--- src/rtl/morse_player.sv ---
// Plays a 5-symbol Morse code (bit4 first, 1 = dash) as a timed tone with
// start/busy/done handshake. All outputs registered; en=0 freezes everything.
module morse_player #(
    parameter int UNIT_CYCLES    = 25000000,
    parameter int DOT_UNITS      = 1,
    parameter int DASH_UNITS     = 3,
    parameter int GAP_UNITS      = 1,
    parameter int CHAR_GAP_UNITS = 3
) (
    input  logic       clk,
    input  logic       rst,
    input  logic       en,
    input  logic       start,
    input  logic [4:0] morse_cord,
    output logic       tone_out,
    output logic       busy,
    output logic       done
);
    localparam int MAXA = (DOT_UNITS > DASH_UNITS) ? DOT_UNITS : DASH_UNITS;
    localparam int MAXB = (GAP_UNITS > CHAR_GAP_UNITS) ? GAP_UNITS : CHAR_GAP_UNITS;
    localparam int MAXU = (MAXA > MAXB) ? MAXA : MAXB;
    localparam int CW   = (UNIT_CYCLES > 1) ? $clog2(UNIT_CYCLES) : 1;
    localparam int UW   = (MAXU > 1) ? $clog2(MAXU) : 1;
    localparam logic [CW-1:0] CYC_LAST = CW'(UNIT_CYCLES - 1);

    typedef enum logic [1:0] {IDLE, MARK, GAP, CHAR_GAP} state_t;

    state_t        state, state_nx;
    logic [4:0]    sh, sh_nx;
    logic [2:0]    sym, sym_nx;
    logic [CW-1:0] cyc, cyc_nx;
    logic [UW-1:0] unit, unit_nx;
    logic          tone_nx, busy_nx, done_nx;
    logic [UW-1:0] len_m1;
    logic          phase_end;

    // Length of the current phase in units, minus one
    always_comb begin
        len_m1 = '0;
        unique case (state)
            IDLE:     len_m1 = '0;
            MARK:     len_m1 = sh[4] ? UW'(DASH_UNITS - 1) : UW'(DOT_UNITS - 1);
            GAP:      len_m1 = UW'(GAP_UNITS - 1);
            CHAR_GAP: len_m1 = UW'(CHAR_GAP_UNITS - 1);
        endcase
    end

    assign phase_end = (cyc == CYC_LAST) && (unit == len_m1);

    always_comb begin
        state_nx = state;
        sh_nx    = sh;
        sym_nx   = sym;
        cyc_nx   = cyc;
        unit_nx  = unit;
        tone_nx  = tone_out;
        busy_nx  = busy;
        done_nx  = done;
        if (en) begin
            done_nx = 1'b0;
            if (state != IDLE) begin
                if (cyc == CYC_LAST) begin
                    cyc_nx  = '0;
                    unit_nx = unit + 1'b1;
                end else begin
                    cyc_nx = cyc + 1'b1;
                end
            end
            unique case (state)
                IDLE: begin
                    tone_nx = 1'b0;
                    busy_nx = 1'b0;
                    if (start) begin
                        sh_nx    = morse_cord;
                        sym_nx   = 3'd0;
                        cyc_nx   = '0;
                        unit_nx  = '0;
                        state_nx = MARK;
                        tone_nx  = 1'b1;
                        busy_nx  = 1'b1;
                    end
                end
                MARK: begin
                    if (phase_end) begin
                        cyc_nx  = '0;
                        unit_nx = '0;
                        tone_nx = 1'b0;
                        if (sym != 3'd4) begin
                            sh_nx    = {sh[3:0], 1'b0};
                            sym_nx   = sym + 3'd1;
                            state_nx = GAP;
                        end else begin
                            state_nx = CHAR_GAP;
                        end
                    end
                end
                GAP: begin
                    if (phase_end) begin
                        cyc_nx   = '0;
                        unit_nx  = '0;
                        tone_nx  = 1'b1;
                        state_nx = MARK;
                    end
                end
                CHAR_GAP: begin
                    if (phase_end) begin
                        cyc_nx   = '0;
                        unit_nx  = '0;
                        busy_nx  = 1'b0;
                        done_nx  = 1'b1;
                        state_nx = IDLE;
                    end
                end
            endcase
        end
    end

    always_ff @(posedge clk) begin
        if (rst) begin
            state    <= IDLE;
            sh       <= '0;
            sym      <= '0;
            cyc      <= '0;
            unit     <= '0;
            tone_out <= 1'b0;
            busy     <= 1'b0;
            done     <= 1'b0;
        end else begin
            state    <= state_nx;
            sh       <= sh_nx;
            sym      <= sym_nx;
            cyc      <= cyc_nx;
            unit     <= unit_nx;
            tone_out <= tone_nx;
            busy     <= busy_nx;
            done     <= done_nx;
        end
    end
endmodule

--- config.mk ---
export PLATFORM = sky130hd
export DESIGN_NAME = morse_player
export DESIGN_NICKNAME = d
export VERILOG_FILES = /design/src/rtl/morse_player.sv
export SDC_FILE = /design/constraint.sdc
export NUM_CORES = 1
export LEC_CHECK = 0
export ABC_AREA = 1
export CAP_MARGIN = 20
export CORE_MARGIN = 4
export CORE_UTILIZATION = 54
export DETAILED_ROUTE_END_ITERATION = 16
export GPL_ROUTABILITY_DRIVEN = 0
export HOLD_SLACK_MARGIN = 0.06
export PLACE_DENSITY_LB_ADDON = 0.08
export SLEW_MARGIN = 40
export SYNTH_ARGS = -nofsm -noshare
export SYNTH_HDL_FRONTEND = slang
export SYNTH_SLANG_ARGS = --single-unit
--- constraint.sdc ---
create_clock -name clk -period 1.66 [get_ports clk]
set_clock_uncertainty 0.05 [all_clocks]
set_input_delay 0.498 -clock clk [delete_from_list [all_inputs] [get_ports clk]]
set_output_delay 0.498 -clock clk [all_outputs]
set_load 0.01 [all_outputs]
==> metrics.txt <==
crit path kind=reg2reg; CTS Buf Count=5; final hold viol count=0; status=finished, violations left; crit end category=flop; Post-Syn Area per Cell=6.73 um^2; part of the cycle the worst path needs=114%; site row count=23; final worst slack=-237 ps; FF-to-FF End=cyc[19]; post-synth top area share=34.6%; number of cells on the worst reg-to-reg path=10; GRT Total Usage=22.3%; design area=3500 um^2; CP Data Arrival Time=2050 ps; initial drt markers=265; RSZ-0062 raised after global routing=yes; placed instance count=442; setup violators final=33; Layout Area Growth over Synthesis=51.4%; drt first pass iters=5; DIE WIDTH=73.5 um; starting density of the core=56.6%; CTS tree=yes; die area=5400 um^2; maximum vdd drop=0.000548 V; register area share after synthesis=34.6%; Netlist Area Pre-Place=2310 um^2; Synth Net Count=360; antenna violations before repair=0; ANT cells=0; cell taking the most area after synthesis=dfxtp_1; Fmax achieved=527 MHz; crit path from=state[0]; H-tree depth=2; Final ANT Viol Nets=0; DRC viols=0; Hold Path Stages=2; Post-DP HPWL=3910 um; Pleak=1.39 nW; Yosys cell types=32; Die Y=73.5 um; layout cells sized above 1=37.4%; Worst-Margin Slew=304 ps; first-pass GRT wire length=9580 um; startpoint types=flop; Final Net Count=440; aggregate routed wire length=7440 um; WL/cell=15.7 um; Pwr Density=777 nW/um^2; Power Total=2.72 mW; Slew HR=79.7%; via count=2658; largest net degree at the start of global routing=21; crit path to=cyc[19]; post-synthesis register bit count=40; area occupied by registers=808 um^2; area of the multi-input gates=1680 um^2; Port Buffers=11; post-synthesis cell count=344; core area=4090 um^2; YS warnings=0; worst hold margin=419 ps; Cell Area, Placed=2790 um^2; Tmin final=1900 ps; Vias/cell=5.60; RR Startpoint=state[0]; Hold Path Class=reg2reg; Root Buffer=clkbuf_8; number of max-cap violations=0; number of global-route vias before repair=2183; crit-path max FO=5; Final Max Slew Viols=0; top post-synthesis cells by area=dfxtp_1 35%, nand2_1 14%, nor2_1 9.1%, nand3_1 6.5%, inv_1 5.7%; CTS sink count=40; required time worst endpoint=1810 ps; maximum root-to-sink buffer count=2; fillers=218; # IOs=12; register clock-pin slew on the reported worst setup and hold paths=80 ps; R2R Setup Slk=-240 ps; final std cells w/o fill=475; GRT overflow=0; failing checks=setup timing; Worst-Skew Late Latency=300 ps; # hold bufs at CTS=0
==> synth_stat cells <==
library cell,number
nand2_4,1
nor3_4,1
ha_1,7
nand3_2,3
clkinv_1,1
nor3_2,1
nand3b_1,1
nor2_2,6
clkbuf_1,2
xnor2_1,3
o21ai_1,1
o21bai_1,1
inv_1,35
xor2_1,13
o22ai_1,1
nor2_1,56
nor2_4,3
inv_2,4
nand3_4,1
buf_4,3
o21ai_0,9
nand3_1,30
a21oi_1,20
dfxtp_1,40
nand2_2,2
nor3_1,6
nor3b_1,1
o21ai_2,1
a211oi_1,1
nand2_1,84
buf_2,1
nand4_1,5
==> critical path, cell delays in order, from the launching register on <==
cell,delay (ps)
dfxtp_4,390
inv_4,50
ha_4,170
buf_4,140
clkinvlp_4,70
buf_6,120
nand3_1,100
nor2_1,260
nand3_1,190
xor2_2,200
nor2_4,50
==> what timing repair did <==
action | CTS | global route
setup buffers | 10 | 11
gates cloned | 1 | 3
pin swaps | 12 | 31
resized for setup | 33 | 71
setup endpoints to repair | 31 | 40
==> layout make-up <==
type | count | share of cell area [%]
inverter | 40 | 4.53
clock inverter | 1 | 0.214
sequential | 40 | 23.1
timing repair buffer | 78 | 20.0
multi-input combinational | 259 | 48.0
clock buffer | 7 | 2.46
tap | 50 | 1.79
==> worst min-delay path by stage <==
stage | start | to | slack, ps
final | busy | busy | 420
after global routing | busy | busy | 460
after CTS | busy | busy | 420
after detailed placement | busy | busy | 400
after global placement | busy | busy | 400
after floorplan | unit[0] | unit[0] | 400
==> registers in the layout (all words and copies together) (netlist names) <==
signal / flops
sym: 3
tone_out: 1
state: 2
busy: 1
cyc: 25
unit: 2
done: 1
sh: 5
==> power breakdown <==
part / internal [mW] / leakage [nW] / total (mW) / switching (mW)
combinational: 0.472 / 1.02 / 0.980 / 0.508
sequential: 1.01 / 0.326 / 1.04 / 0.0352
clock: 0.338 / 0.0445 / 0.701 / 0.362
==> per-stage QoR <==
step           setup TNS (ps)  setup WS [ps]  utilization, %
3_3_place_gp           -10910           -420            68.3
6_report                -2560           -237            85.8
2_1_floorplan               0           4.70               -
4_1_cts                 -78.9          -44.4            75.1
5_1_grt                 -6640           -279            85.8
3_5_place_dp           -11470           -453            68.3
==> routing by layer <==
metal | GRT usage (%) | wire length, um | vias up
met4 | 7.65 | 261 | 0
met5 | 0 | 0 | -
met2 | 38.4 | 3710 | 125
met1 | 27.8 | 2940 | 1243
li1 | - | - | 1254
met3 | 3.97 | 531 | 36
==> logic make-up after synthesis <==
| kind of cell | count (synthesis) | synth area share (%) |
|---|---|---|
| compound gates | 34 | 7.78 |
| xor+xnor | 16 | 6.05 |
| fa+ha+maj | 7 | 3.78 |
| buf+inv | 46 | 8.00 |
| flops | 40 | 34.6 |
| simple gates | 201 | 39.8 |
==> layout by cell type, fill, tap and decap left out, drive strengths merged, types with 5 or more instances in the layout <==
cell type | netlist | layout
nand2 | 87 | 87
buf | 4 | 65
nor2 | 65 | 65
dfxtp | 40 | 40
inv | 39 | 39
nand3 | 34 | 35
a21oi | 20 | 20
xor2 | 13 | 13
o21ai | 11 | 11
clkbuf | 2 | 9
nor3 | 8 | 8
ha | 7 | 7
clkdlybuf4s50 | 0 | 6
nand4 | 5 | 5
No activity file was read; power rests on OpenSTA's default activity.
